$ cat src/rtl/sec32_encoder.sv
// Streaming SEC check-bit generator: 32 data + 8 check bits, valid/ready input,
// 2-entry registered output buffer, one-shot single-bit error injection.
module sec32_encoder #(
  parameter int CNT_W  = 16,
  parameter bit INJ_EN = 1'b1
) (
  input  logic             Gclk,
  input  logic             Grst_n,
  input  logic             Gin_valid,
  output logic             Gin_ready,
  input  logic [31:0]      Gid,
  output logic             Gout_valid,
  input  logic             Gout_ready,
  output logic [31:0]      God,
  output logic [7:0]       Goc,
  input  logic             Ginj_req,
  input  logic [5:0]       Ginj_pos,
  output logic             Ginj_busy,
  output logic [CNT_W-1:0] Gcnt
);

  typedef enum logic [1:0] {EMPTY = 2'd0, ONE = 2'd1, TWO = 2'd2} state_t;

  // Data-bit membership of each check bit (bit k of the mask selects dk).
  function automatic logic [31:0] check_mask(input int idx);
    case (idx)
      0:       check_mask = 32'h00FF_1111;
      1:       check_mask = 32'hFF00_2222;
      2:       check_mask = 32'h0F0F_4444;
      3:       check_mask = 32'hF0F0_8888;
      4:       check_mask = 32'h1111_00FF;
      5:       check_mask = 32'h2222_FF00;
      6:       check_mask = 32'h4444_0F0F;
      default: check_mask = 32'h8888_F0F0;
    endcase
  endfunction

  state_t        state_reg, state_next;
  logic [39:0]   head_reg, tail_reg;
  logic [39:0]   cw_next, flip_mask;
  logic [7:0]    chk;
  logic [CNT_W-1:0] cnt_reg;
  logic          inj_busy_reg;
  logic [5:0]    inj_pos_reg;
  logic          push, pop;
  logic          head_we, head_from_tail, tail_we;

  genvar gi;
  generate
    for (gi = 0; gi < 8; gi++) begin : g_chk
      assign chk[gi] = ^(Gid & check_mask(gi));
    end
  endgenerate

  assign Gin_ready  = (state_reg != TWO);
  assign Gout_valid = (state_reg != EMPTY);
  assign push       = Gin_valid && Gin_ready;
  assign pop        = Gout_valid && Gout_ready;
  assign God        = head_reg[31:0];
  assign Goc        = head_reg[39:32];
  assign Gcnt       = cnt_reg;
  assign Ginj_busy  = inj_busy_reg;

  // Positions 40..63 consume an armed injection without flipping anything.
  assign flip_mask = (inj_busy_reg && (inj_pos_reg < 6'd40)) ? (40'd1 << inj_pos_reg) : 40'd0;
  assign cw_next   = {chk, Gid} ^ flip_mask;

  always_comb begin
    state_next     = state_reg;
    head_we        = 1'b0;
    head_from_tail = 1'b0;
    tail_we        = 1'b0;
    case (state_reg)
      EMPTY: begin
        if (push) begin
          state_next = ONE;
          head_we    = 1'b1;
        end
      end
      ONE: begin
        if (push && pop) begin
          head_we = 1'b1;
        end else if (push) begin
          state_next = TWO;
          tail_we    = 1'b1;
        end else if (pop) begin
          state_next = EMPTY;
        end
      end
      TWO: begin
        if (pop) begin
          state_next     = ONE;
          head_from_tail = 1'b1;
        end
      end
      default: state_next = EMPTY;
    endcase
  end

  always_ff @(posedge Gclk or negedge Grst_n) begin
    if (!Grst_n) begin
      state_reg <= EMPTY;
      head_reg  <= '0;
      tail_reg  <= '0;
      cnt_reg   <= '0;
    end else begin
      state_reg <= state_next;
      if (head_we)
        head_reg <= cw_next;
      else if (head_from_tail)
        head_reg <= tail_reg;
      if (tail_we)
        tail_reg <= cw_next;
      if (push)
        cnt_reg <= cnt_reg + CNT_W'(1);
    end
  end

  generate
    if (INJ_EN) begin : g_inj
      // Consumption uses the pre-edge busy, so a request in the same cycle as
      // an acceptance arms for the following word.
      always_ff @(posedge Gclk or negedge Grst_n) begin
        if (!Grst_n) begin
          inj_busy_reg <= 1'b0;
          inj_pos_reg  <= '0;
        end else if (!inj_busy_reg) begin
          if (Ginj_req) begin
            inj_busy_reg <= 1'b1;
            inj_pos_reg  <= Ginj_pos;
          end
        end else if (push) begin
          inj_busy_reg <= 1'b0;
        end
      end
    end else begin : g_no_inj
      assign inj_busy_reg = 1'b0;
      assign inj_pos_reg  = 6'd0;
    end
  endgenerate

endmodule

$ cat config.mk
export PLATFORM = sky130hd
export DESIGN_NAME = sec32_encoder
export DESIGN_NICKNAME = d
export VERILOG_FILES = /design/src/rtl/sec32_encoder.sv
export SDC_FILE = /design/constraint.sdc
export NUM_CORES = 1
export LEC_CHECK = 0
export ABC_CLOCK_PERIOD_IN_PS = 3500
export CAP_MARGIN = 10
export CELL_PAD_IN_SITES_DETAIL_PLACEMENT = 1
export CELL_PAD_IN_SITES_GLOBAL_PLACEMENT = 2
export CORE_ASPECT_RATIO = 0.6
export CORE_UTILIZATION = 37
export CTS_BUF_LIST = sky130_fd_sc_hd__clkbuf_4 sky130_fd_sc_hd__clkbuf_8
export CTS_CLUSTER_SIZE = 28
export DETAILED_ROUTE_END_ITERATION = 8
export HOLD_SLACK_MARGIN = 0.06
export PLACE_DENSITY = 0.94
export SLEW_MARGIN = 30
export SYNTH_ARGS = -nofsm -noshare
export SYNTH_HDL_FRONTEND = slang
export SYNTH_SLANG_ARGS = --single-unit
$ cat constraint.sdc
create_clock -name Gclk -period 3.5 [get_ports Gclk]
set_input_delay 1.05 -clock Gclk [delete_from_list [all_inputs] [get_ports Gclk]]
set_output_delay 1.05 -clock Gclk [all_outputs]
set_load 0.03 [all_outputs]
==> results of run 1 <==
-- final timing paths --
kind	endpoint	from	cells after the start
max in group asynchronous	head_reg[35]$_DFFE_PN0P_	Grst_n	2
min in group asynchronous	tail_reg[2]$_DFFE_PN0P_	Grst_n	1
setup reg to reg	head_reg[34]$_DFFE_PN0P_	inj_pos_reg[1]$_DFFE_PN0P_	5
setup / recovery	Gin_ready	state_reg[0]$_DFFE_PN0P_	2
hold reg to reg	Gcnt[15]$_DFFE_PN0N_	Gcnt[15]$_DFFE_PN0N_	1
hold / removal	Gcnt[15]$_DFFE_PN0N_	Gcnt[15]$_DFFE_PN0N_	1
-- routing by layer --
| layer | vias up | wire length [um] |
|---|---|---|
| met1 | 2140 | 8080 |
| met3 | 12 | 733 |
| met5 | - | 0 |
| met2 | 99 | 6780 |
| li1 | 1948 | - |
| met4 | 0 | 123 |
-- worst max-delay path: stages, from the launching register on --
cell,delay [ns]
dfrtp_1,0.45
nand2b_1,0.31
clkdlybuf4s50_1,0.74
-- where the power goes --
| group | leakage [uW] | internal, uW | switching (uW) |
|---|---|---|---|
| combinational | 0.00124 | 766 | 1030 |
| clock | 0.0000870 | 280 | 434 |
| sequential | 0.00131 | 1600 | 337 |
| total | 0.00264 | 2650 | 1810 |
-- layout make-up --
type / count / area, sq um
fillers: 1560 / 7160
flip-flops and latches: 105 / 2630
multi-input cells: 387 / 2590
repair buffers: 106 / 1070
well taps: 192 / 240
clock buffers: 11 / 139
clock inverters: 5 / 41.3
inverters: 2 / 7.51
-- Yosys cell counts (3+ instances only) --
master / count / area share [%]
o21ai_0: 60 / 5.6
a21oi_1: 4 / 0.37
a22oi_1: 40 / 5.6
xnor2_1: 81 / 13
nand2b_1: 3 / 0.35
nand4_1: 5 / 0.59
nor2_1: 9 / 0.63
nand2_1: 82 / 5.8
and2_1: 4 / 0.47
xor2_1: 36 / 5.9
buf_2: 9 / 0.84
nand3_1: 8 / 0.75
o21ai_1: 20 / 1.9
nor2b_1: 3 / 0.35
dfrtp_1: 105 / 49
clkbuf_1: 16 / 1.1
mux2_2: 7 / 1.5
-- kinds of logic (layout without fill, tap and decap cells) --
| kind of cell | count (synthesis) | count (layout) | synth area share [%] |
|---|---|---|---|
| buffers and inverters | 30 | 124 | 2.60 |
| AND/OR/NAND/NOR | 134 | 134 | 13.0 |
| adder cells (fa/ha/maj) | 1 | 1 | 0.234 |
| flip-flops | 105 | 105 | 49.1 |
| XOR/XNOR | 119 | 119 | 19.8 |
| AO/OA/AOI/OAI | 126 | 126 | 13.7 |
| multiplexers | 7 | 7 | 1.47 |
-- metrics by stage --
stage / instances / total power [uW] / hold WS [ns] / instance area [sq um] / setup WS (ns)
6_report: 808 / 4450 / 0.472 / 6720 / 0.569
5_1_grt: 808 / 4700 / 0.496 / 6720 / 0.492
4_1_cts: 808 / 4480 / 0.483 / 6720 / 0.562
3_5_place_dp: 792 / 3770 / 0.468 / 6540 / 0.633
3_3_place_gp: 792 / 3670 / 0.462 / 6540 / 0.749
2_1_floorplan: 522 / 2980 / 0.450 / 5350 / 1.57
==> results by group, run 1 <==
Placed design
  • Port bufs: 101
  • DP HPWL: 11600 um
  • Final Wtd Congestion: 0.873

STA
  • Final setup viols: 0
  • Slew headroom: 56.7%
  • Slew @ Worst Pin: 0.647 ns
  • Highest Clock Rate: 341 MHz
  • RSZ-0062 raised after global routing: no
  • Final hold violation count: 0
  • Final setup TNS: 0 ns
  • Post-layout min period: 2.93 ns
  • Crit share post-route: 83.7%
  • Clock skew: 0.0169 ns
  • Final Max Slew Viols: 0

Setup path
  • Crit path max fanout: 7
  • Flop-to-flop setup slack: 1.55 ns
  • CP startpoint kind: register
  • CP Capture Type: primary output
  • Crit path kind: reg2out
  • CP arrival: 1.88 ns
  • CP required: 2.45 ns

GRT
  • Met2 Track Usage GR: 33.4%
  • Remaining Overflow, GRT: 0
  • GR Util met3: 4.18%
  • Initial antenna violation count: 0
  • Number of global-route vias before repair: 4446
  • Global route hottest layer: met1
  • GRT Total Usage: 22.3%
  • GR Util met1: 33.5%
  • First-pass GRT wire length: 24900 um
  • Pin count of the biggest net entering global routing: 81

Die
  • Core Area: 13900 sq um
  • Die height: 95.1 um
  • Starting Density: 38.5%
  • Die area: 14900 sq um
  • Die W: 157 um
  • Site Rows: 33
  • I/O pins: 102

Routing
  • # DRC: 0
  • Drt pass-1 iters: 4
  • Routed WL: 15700 um
  • Drt wl/cell: 19.5 um
  • Antenna viol nets, final: 0
  • DR iter-0 viols: 255
  • DR vias/cell: 5.20
  • Routed vias: 4199

Yosys
  • Fraction of registers with async set/reset: 100%
  • Mapped Area: 5350 sq um
  • Synth Warn #: 0
  • Syn Area/Cell: 10.2 sq um
  • EDFF count, synth: 0
  • Unique masters post-synth: 41
  • Synth Net Count: 566
  • FF+latch count, synth: 105
  • Predominant post-synthesis flop cell: dfrtp_1
  • Seq/Total Area, Yosys: 49.1%
  • Mapped Cells: 522

CTS
  • Cts hold-fix bufs: 0
  • H-Tree Depth: 3
  • Post-CTS sizing: 0
  • Post-CTS Setup Inserts: 0
  • CTS buffer count: 9
  • Clock Latency Late Sink: 0.38 ns
  • Clock Tree Buf Depth: 2
  • CTS tree: yes
  • Reg clk slew, reported paths: 0.10 ns
  • CTS root buf: clkbuf_8
  • CTS Sinks: 105

Layout
  • ANT cells: 0
  • Area delta synth->final: 25.6%
  • Commonest non-fill, non-tap cell in the layout: dfrtp_1
  • Share of cells above drive strength 1: 7.31%
  • Final Util: 48.4%
  • Highest-count cells in the layout ignoring fill and taps: dfrtp_1, clkdlybuf4s50_1, nand2_1, xnor2_1, o21ai_0
  • Final #Nets: 655

Outcome
  • Status: completed

Job
  • Max-cap violation count: 0

Hold path
  • Min-delay worst type: reg2reg

Power
  • Pwr/cell area: 663 nW/um^2
  • IR Drop Worst-Case VDD: 0.000241 V
  • Pleak: 0.00264 uW
No activity file was read; power rests on OpenSTA's default activity.
==> run 2, diff against run 1 <==
Settings changed: ABC_CLOCK_PERIOD_IN_PS 3500 to 2900, CORE_UTILIZATION 37 to 34, PLACE_DENSITY 0.94 to 0.87.
Clock period 3.5 ns to 2.9 ns, I/O delays scaled along.
==> run 2 against run 1 <==
  * Sequential cell count stayed put
  * Register-to-register slack worse by 0.53 ns
  * Worst hold slack gained 0.0068 ns
  * Clock power rose by 48%
  * Wire length decreased by 2.2%
  * Clock-buffer cell count down 1
  * Power increased by 24%
  * Sequential share of layout area decreased by 0.43 points
  * Combinational power increased by 18%
  * Die area grew 8.7%
  * Cell count is 1.5% higher
  * Via count is 1.0% higher
  * Critical path type unchanged
==> results by group, run 2 (synthesis gave the netlist of run 1 again) <==
Outcome
  • Status: completed

Routing
  • Drt pass-1 iters: 4
  • Routed vias: 4241
  • Drt wl/cell: 18.8 um
  • Routed WL: 15400 um
  • DR iter-0 viols: 215
  • Antenna viol nets, final: 0
  • # DRC: 0
  • DR vias/cell: 5.17

Power
  • Sequential power share: 42.3%
  • Comb power frac: 38.5%
  • Total Power: 5540 uW
  • Pleak: 0.00267 uW
  • Pwr/cell area: 816 nW/um^2
  • Internal Pwr Total: 3380 uW
  • Psw: 2160 uW
  • Clock group share of total power: 19.2%
  • Sw Ratio: 39.1%
  • IR Drop Worst-Case VDD: 0.000373 V

STA
  • Crit share post-route: 95.8%
  • Final Max Slew Viols: 0
  • Hold slack: 0.479 ns
  • Final setup viols: 0
  • Highest Clock Rate: 360 MHz
  • Slew @ Worst Pin: 0.646 ns
  • Post-layout min period: 2.78 ns
  • Clock skew: 0.0111 ns
  • Slew headroom: 56.8%
  • Final setup TNS: 0 ns
  • Final hold violation count: 0
  • RSZ-0062 raised after global routing: no

Setup path
  • Start of the worst register-to-register path: inj_pos_reg[1]$_DFFE_PN0P_
  • CP cell instances: nand2b_1 -> clkdlybuf4s50_1
  • CP arrival: 1.91 ns
  • CP peak stage delay: 0.74 ns
  • CP delay by family, top: buffers and inverters
  • CP startpoint kind: register
  • R2r worst-path depth: 5
  • CP required: 2.03 ns
  • Slowest CP cell: clkdlybuf4s50_1
  • Worst R2R End: head_reg[34]$_DFFE_PN0P_
  • Crit path max fanout: 7
  • Flop-to-flop setup slack: 1.02 ns
  • Crit path kind: reg2out
  • CP Capture Type: primary output
  • Buf+Inv Stages, Crit Path: 1

Layout
  • Commonest non-fill, non-tap cell in the layout: dfrtp_1
  • # fillers: 1712
  • Final Util: 44.2%
  • Multi-input gate area: 2590 sq um
  • Highest-count cells in the layout ignoring fill and taps: dfrtp_1, clkdlybuf4s50_1, nand2_1, xnor2_1, o21ai_0
  • ANT cells: 0
  • Share of cells above drive strength 1: 7.46%
  • Final #Nets: 656
  • Area delta synth->final: 27.1%
  • Layout Cell Area excl Fill: 6790 sq um
  • Register area: 2630 sq um

Placed design
  • Port bufs: 101
  • Placed Area: 6560 sq um
  • DP HPWL: 11300 um
  • Final Wtd Congestion: 0.776

Die
  • Site Rows: 35
  • Die W: 164 um
  • Core Area: 15400 sq um
  • Die area: 16200 sq um
  • Die height: 99.1 um
  • Starting Density: 34.8%
  • I/O pins: 102

CTS
  • Cts hold-fix bufs: 0
  • CTS buffer count: 9
  • CTS Sinks: 105
  • H-Tree Depth: 3
  • Clock Tree Buf Depth: 2
  • Post-CTS sizing: 0
  • Clock Latency Late Sink: 0.38 ns
  • Reg clk slew, reported paths: 0.10 ns
  • CTS root buf: clkbuf_8
  • CTS tree: yes
  • Post-CTS Setup Inserts: 0

Job
  • Max-cap violation count: 0

GRT
  • Pin count of the biggest net entering global routing: 106
  • First-pass GRT wire length: 24500 um
  • Number of global-route vias before repair: 4351
  • GRT Total Usage: 19.8%
  • Remaining Overflow, GRT: 0
  • Initial antenna violation count: 0

Hold path
  • Min-delay worst type: reg2reg
  • Hold-critical path depth: 1
  • Hold EP: Gcnt[15]$_DFFE_PN0N_
  • Hold_sp: Gcnt[15]$_DFFE_PN0N_
[run 2: how the worst max path moves through the flow]
stage	startpoint	endpoint	slack [ns]	cells past startpoint
after floorplan	Gid[19]	head_reg[32]$_DFFE_PN0P_	1.15	5
after global placement	Gid[12]	head_reg[37]$_DFFE_PN0P_	0.26	6
after detailed placement	Gid[12]	head_reg[39]$_DFFE_PN0P_	0.15	6
after CTS	state_reg[0]$_DFFE_PN0P_	Gin_ready	0.10	2
after global routing	state_reg[0]$_DFFE_PN0P_	Gin_ready	0.06	2
final	state_reg[0]$_DFFE_PN0P_	Gin_ready	0.12	2
[run 2: layout make-up]
class	instances	area share [%]
Inverter	2	0.111
Multi-Input combinational cell	387	38.1
Clock inverter	6	1.42
Tap cell	203	3.74
Clock buffer	10	2.03
Sequential cell	105	38.7
Timing Repair Buffer	107	15.9
[run 2: metrics by stage]
step	worst slack [ns]	std cells
2_1_floorplan	1.15	522
3_3_place_gp	0.257	804
3_5_place_dp	0.145	804
4_1_cts	0.105	820
5_1_grt	0.0640	820
6_report	0.122	820
[run 2: layer usage]
layer / up-vias / share of wire [%] / GRT usage (%) / wire, um
li1: 1951 / - / - / -
met1: 2184 / 49 / 29.5 / 7600
met2: 97 / 45 / 29.7 / 6890
met3: 9 / 5.0 / 3.96 / 763
met4: 0 / 0.82 / 4.06 / 126
met5: - / 0 / 0 / 0
[run 2: power groups by stage]
| stage | Combinational, uW | Sequential [uW] | Clock (uW) |
|---|---|---|---|
| after floorplan | 932 | 2660 | 0 |
| after global placement | 2090 | 2320 | 0 |
| after detailed placement | 2160 | 2360 | 0 |
| after CTS | 2160 | 2340 | 1090 |
| after global routing | 2310 | 2400 | 1140 |
| final | 2130 | 2340 | 1060 |
==> run 3, diff against run 2 <==
Settings changed: CORE_MARGIN from default to 2, CTS_CLUSTER_DIAMETER from default to 80.
==> run 3 against run 2 <==
  * Core utilization increased by 0.11 points
  * Largest power group unchanged
  * First-iteration DRC count increased by 40%
  * Maximum frequency increased by 0.19%
  * Critical endpoint unchanged
  * Clock power decreased by 8%
==> results by group, run 3 (synthesis gave the netlist of run 1 again) <==
Outcome
  • Status: completed

CTS
  • CTS root buf: clkbuf_8
  • CTS tree: yes
  • CTS buffer count: 9
  • Clock Latency Late Sink: 0.38 ns
  • Post-CTS sizing: 0
  • Reg clk slew, reported paths: 0.10 ns
  • Post-CTS Setup Inserts: 0
  • Cts hold-fix bufs: 0
  • Clock Tree Buf Depth: 2
  • H-Tree Depth: 3
  • CTS Sinks: 105

Routing
  • Routed wl met2: 6960 um
  • Met3 wire len: 594 um
  • DR vias/cell: 5.14
  • Routed vias: 4227
  • Drt pass-1 iters: 5
  • Top routing layer in use: met4
  • Met1 WL: 8070 um
  • # DRC: 0
  • Routed WL: 15800 um
  • DR iter-0 viols: 301
  • Antenna viol nets, final: 0
  • Drt wl/cell: 19.2 um

Setup path
  • Buf+Inv Stages, Crit Path: 1
  • CP Capture Type: primary output
  • CP delay by family, top: buffers and inverters
  • Worst R2R End: head_reg[28]$_DFFE_PN0P_
  • Crit path max fanout: 7
  • Crit path kind: reg2out
  • CP startpoint kind: register
  • CP arrival: 1.90 ns
  • Flop-to-flop setup slack: 0.93 ns
  • CP required: 2.03 ns
  • CP peak stage delay: 0.73 ns
  • Slowest CP cell: clkdlybuf4s50_1
  • Start of the worst register-to-register path: state_reg[0]$_DFFE_PN0P_
  • R2r worst-path depth: 6
  • CP cell instances: nand2b_1 -> clkdlybuf4s50_1

STA
  • Slew headroom: 52.5%
  • RSZ-0062 raised after global routing: no
  • Final setup TNS: 0 ns
  • Post-layout min period: 2.77 ns
  • Clock skew: 0.0143 ns
  • Final Max Slew Viols: 0
  • Final hold violation count: 0
  • Highest Clock Rate: 361 MHz
  • Final setup viols: 0
  • Crit share post-route: 95.6%
  • Slew @ Worst Pin: 0.712 ns

GRT
  • First-pass GRT wire length: 25200 um
  • Remaining Overflow, GRT: 0
  • Number of global-route vias before repair: 4415
  • Pin count of the biggest net entering global routing: 81
  • Initial antenna violation count: 0
  • GRT Total Usage: 19.3%

Die
  • Starting Density: 34.8%
  • Site Rows: 35
  • Die height: 101 um
  • Die W: 166 um
  • Die area: 16800 sq um
  • Core Area: 15400 sq um
  • I/O pins: 102

Job
  • Max-cap violation count: 0

Placed design
  • Placed insts: 806
  • DP HPWL: 11700 um
  • Final Wtd Congestion: 0.790
  • Port bufs: 101

Power
  • Pleak: 0.00268 uW
  • Pwr/cell area: 803 nW/um^2
  • IR Drop Worst-Case VDD: 0.000359 V

Layout
  • Final #Nets: 658
  • # fillers: 1701
  • Highest-count cells in the layout ignoring fill and taps: dfrtp_1, clkdlybuf4s50_1, nand2_1, xnor2_1, o21ai_0
  • Commonest non-fill, non-tap cell in the layout: dfrtp_1
  • Share of cells above drive strength 1: 7.75%
  • Layout Cells excl Fill: 822
  • Area delta synth->final: 27.4%
  • ANT cells: 0

Hold path
  • Min-delay worst type: in2async
run 3: changes by cell type in the layout (fill, tap and decap cells not counted):
cell,delta
clkbuf_8,-1
bufinv_16,-1
clkinv_4,+2
inv_6,-1
inv_8,+1
buf_12,+2
run 3: cell type report:
type,instances,area [sq um],share of cell area [%]
Inverter,2,7.51,0.110
Tap cell,203,254,3.73
Timing Repair Buffer,109,1120,16.4
Sequential cell,105,2630,38.6
Clock buffer,9,124,1.82
Multi-Input combinational cell,387,2590,38.1
Clock inverter,7,86.3,1.27
run 3: worst max-delay path by stage:
stage,from,endpoint,cells past startpoint
2_1_floorplan,Gid[19],head_reg[32]$_DFFE_PN0P_,5
3_3_place_gp,Gid[11],head_reg[38]$_DFFE_PN0P_,6
3_5_place_dp,Gout_ready,head_reg[24]$_DFFE_PN0P_,7
4_1_cts,state_reg[0]$_DFFE_PN0P_,Gin_ready,2
5_1_grt,state_reg[0]$_DFFE_PN0P_,Gin_ready,2
6_report,state_reg[0]$_DFFE_PN0P_,Gin_ready,2
run 3: metrics by stage:
stage          utilization (%)  power, uW  area (sq um)  hold WS [ns]  worst slack [ns]
6_report                  44.3       5470          6810         0.378             0.128
5_1_grt                   44.3       5800          6810         0.372            0.0232
4_1_cts                   44.3       5530          6810         0.364             0.105
3_5_place_dp              42.9       4530          6600         0.460            0.0967
3_3_place_gp              42.9       4420          6600         0.455             0.180
2_1_floorplan                -       3590          5350         0.450              1.15
run 3: where the power goes:
part           switching (uW)  internal (uW)  leakage [uW]
Sequential                409           1930       0.00131
Combinational            1220            935       0.00126
Clock                     555            418      0.000104
run 3: per-layer routing:
metal	GRT usage, %	vias to the layer above
li1	-	1960
met4	4.21	0
met5	0	-
met2	29.3	91
met1	28.9	2165
met3	3.48	11
==> RTL change 1, RTL diff (settings of run 3) <==
Set the parameter `INJ_EN` to 1'b0 (it was 1'b1).
--- a/src/rtl/sec32_encoder.sv
+++ b/src/rtl/sec32_encoder.sv
@@ -2,7 +2,7 @@
 // 2-entry registered output buffer, one-shot single-bit error injection.
 module sec32_encoder #(
   parameter int CNT_W  = 16,
-  parameter bit INJ_EN = 1'b1
+  parameter bit INJ_EN = 1'b0
 ) (
   input  logic             Gclk,
   input  logic             Grst_n,
Check against the original RTL: not equivalent (Yosys sat finds a counterexample within 4 cycles, from zero or initial values and one cycle with Grst_n low).
==> RTL change 1 against run 3 <==
Hold slack better by 0.12 ns; highest routed layer unchanged; setup slack gained 0.027 ns; sequential cell count decreased by 7; total power shrank 9.2%; area after synthesis shrank 11%; wire length decreased by 24%; count of clock-buffer cells in the layout rose by 1; cell area is 9.8% lower.
==> RTL change 1: results <==
metrics = {
    "outcome": {
        "status": "completed",
    },
    "clocking": {
        "clkLatencyLatePin_ns": 0.36,
        "cts_sinks": 98,
    },
    "power": {
        "powerComb_uw": 1970,
        "pwr-share-comb": 0.396,
        "p_leak_uw": 0.00279,
        "ir_drop_mv": 0.365,
        "p_int_uw": 3140,
    },
    "global_route": {
        "grt_use_met3": 0.0409,
        "grt_pass1_vias": 3391,
        "grt.total_usage": 0.169,
        "use_met2": 0.255,
        "use_met1": 0.246,
    },
    "place": {
        "portBuffers": 93,
        "dp.cells": 665,
        "dpl-instance-area_um2": 5950,
    },
    "cells_and_area": {
        "nonClkBufAreaFrac": 0.172,
        "buffers": 103,
        "fin_cells": 680,
        "final_area_um2": 6140,
        "clockNetworkAreaShare": 0.0306,
        "multi_input_cells": 271,
        "inv_count": 1,
        "drive_above_1_share": 0.0758,
        "area_delta_synth_final_pct": 29.3,
    },
    "sta": {
        "hold_ws_ns": 0.494,
        "fin_crit_ns": 2.75,
        "fin_skew_ns": 0.00498,
        "worst_pin_slew_ns": 0.634,
    },
    "hold_path": {
        "hp-class": "flip-flop to flip-flop",
    },
    "routing": {
        "vias": 3187,
        "wl_met1_um": 6130,
        "dr_wl_met3_um": 558,
        "dr.pass1.iters": 4,
    },
    "setup_path": {
        "r2r_slack_ns": 1.25,
        "reg2reg_from": "state_reg[1]",
        "path_max_fanout": 5,
        "r2r-end": "tail_reg[7]",
        "worst_path_largest_cell_delay_ns": 0.61,
    },
    "synth": {
        "synth_common_cells": "dfrtp_1 (98), mux2i_1 (48), xnor2_1 (48), nand2_1 (40), mux2_1 (33)",
        "seq_area_frac_synth": 0.516,
        "synth_cell_types": 30,
        "synth.area.top_cells": "dfrtp_1 (52%), mux2i_1 (10%), xnor2_1 (8.8%)",
        "synth_nets": 432,
    },
}
## RTL change 1: cell count changes after synthesis, moves of 8 or more
| cell | before | now |
|---|---|---|
| o21ai_0 | 60 | 0 |
| mux2i_1 | 0 | 48 |
| nand2_1 | 82 | 40 |
| a22oi_1 | 40 | 0 |
| mux2_1 | 0 | 33 |
| xnor2_1 | 81 | 48 |
| xor2_1 | 36 | 10 |
| clkbuf_1 | 16 | 2 |
| o21ai_1 | 20 | 32 |
| xnor3_1 | 0 | 8 |
## RTL change 1: cell families (layout without fill, tap and decap cells)
logic type | Yosys count | in the layout | share of synthesized area
multiplexers | 81 | 81 | 0.179
adder cells (fa/ha/maj) | 1 | 1 | 0.00263
AND/OR/NAND/NOR | 73 | 73 | 0.0716
other | 1 | 1 | 0.000789
XOR/XNOR | 71 | 71 | 0.162
buffers and inverters | 19 | 119 | 0.0208
flip-flops | 98 | 98 | 0.516
AO/OA/AOI/OAI | 44 | 44 | 0.0466
==> RTL change 2, RTL diff (flow settings as in run 3) <==
Made on the original files. Put one more register stage on the output `Gcnt`. The value now appears one clock later. The other outputs are not delayed to match.
--- a/src/rtl/sec32_encoder.sv
+++ b/src/rtl/sec32_encoder.sv
@@ -58,7 +58,9 @@
   assign pop        = Gout_valid && Gout_ready;
   assign God        = head_reg[31:0];
   assign Goc        = head_reg[39:32];
-  assign Gcnt       = cnt_reg;
+  always_ff @(posedge Gclk) begin
+    Gcnt <= cnt_reg;
+  end
   assign Ginj_busy  = inj_busy_reg;
 
   // Positions 40..63 consume an armed injection without flipping anything.
Function: changed (a bounded check fails within 4 cycles, from zero or initial values and one cycle with Grst_n low).
==> RTL change 2 against run 3 <==
Area after synthesis rose by 11%; sequential cell count rose by 16; critical path type unchanged; via count up 4.5%; largest power group unchanged; non-clock buffer count fell by 2; synthesized cell count rose by 11%; total power rose by 15%; wire length increased by 4.1%; hold slack gained 0.021 ns; setup slack gained 0.061 ns; cell area up 11%; sequential share of layout area is 0.30 points higher.
==> RTL change 2: results <==
metrics = {
    "synth": {
        "synth-compound-area-share": 0.0734,
        "synth.area.mux_share": 0.0857,
        "async_reset_ff_frac": 0.868,
        "synth_xor_area_frac": 0.178,
        "synth_nets": 621,
        "synth.area.top_cells": "dfrtp_1 (44%), xnor2_1 (14%), mux2_2 (8.6%)",
        "synth_common_cells": "nand2_1 (114), dfrtp_1 (105), xnor2_1 (94), o21ai_0 (62), mux2_2 (45)",
    },
    "routing": {
        "dr_wl_met3_um": 695,
        "vias": 4416,
        "initialDrtViolationCount": 228,
        "wl_met1_um": 8350,
        "met2WireLength_um": 7230,
    },
    "place": {
        "dp.cells": 893,
        "dpl-instance-area_um2": 7200,
    },
    "sta": {
        "worst_pin_slew_ns": 0.657,
        "fin_skew_ns": 0.0124,
    },
    "global_route": {
        "grt_pass1_vias": 4895,
        "grt_pass1_wl_um": 26700,
        "grt.total_usage": 0.188,
    },
    "setup_path": {
        "r2r-end": "head_reg[33]",
        "r2r_slack_ns": 1.08,
        "reg2reg_from": "inj_pos_reg[0]",
        "arrival_ns": 1.84,
        "r2r_cells": 5,
    },
    "clocking": {
        "clkTransAtPathRegs_ns": 0.07,
        "htreeDepth": 4,
        "cts_buffers": 17,
        "clkLatencyLatePin_ns": 0.44,
    },
    "outcome": {
        "status": "completed",
    },
    "power": {
        "p_leak_uw": 0.00306,
    },
    "cells_and_area": {
        "drive_above_1_share": 0.136,
        "final_nets": 722,
    },
}
RTL change 2: changes by cell type after synthesis, moves of 5 or more:
cell      delta
nand2_1     +32
mux2_2      +38
xnor2_1     +13
dfxtp_1     +16
nand3b_1     +5
xor2_1      -12
nor2_1      +17
a22oi_1     -40
RTL change 2: report_power, final:
group / leakage (uW) / switching, uW / total [uW] / internal (uW)
Sequential: 0.00144 / 357 / 2550 / 2190
Combinational: 0.00142 / 1270 / 2280 / 1010
Clock: 0.000196 / 731 / 1460 / 729
Total: 0.00306 / 2350 / 6280 / 3930
RTL change 2: cells by family (layout without fill, tap and decap cells):
kind of cell	count (synthesis)	after routing
flops	121	121
buf+inv	26	140
compound gates	86	86
fa+ha+maj	1	1
mux	45	45
xor+xnor	119	119
simple gates	179	179
RTL change 2: layout make-up:
type / instances / area [um^2]
clock buffer: 19 / 262
clock inverter: 13 / 123
fill: 1901 / 9500
inverter: 1 / 3.75
multi-input combinational: 430 / 2850
sequential: 121 / 2950
tap: 234 / 293
timing repair buffer: 107 / 1100
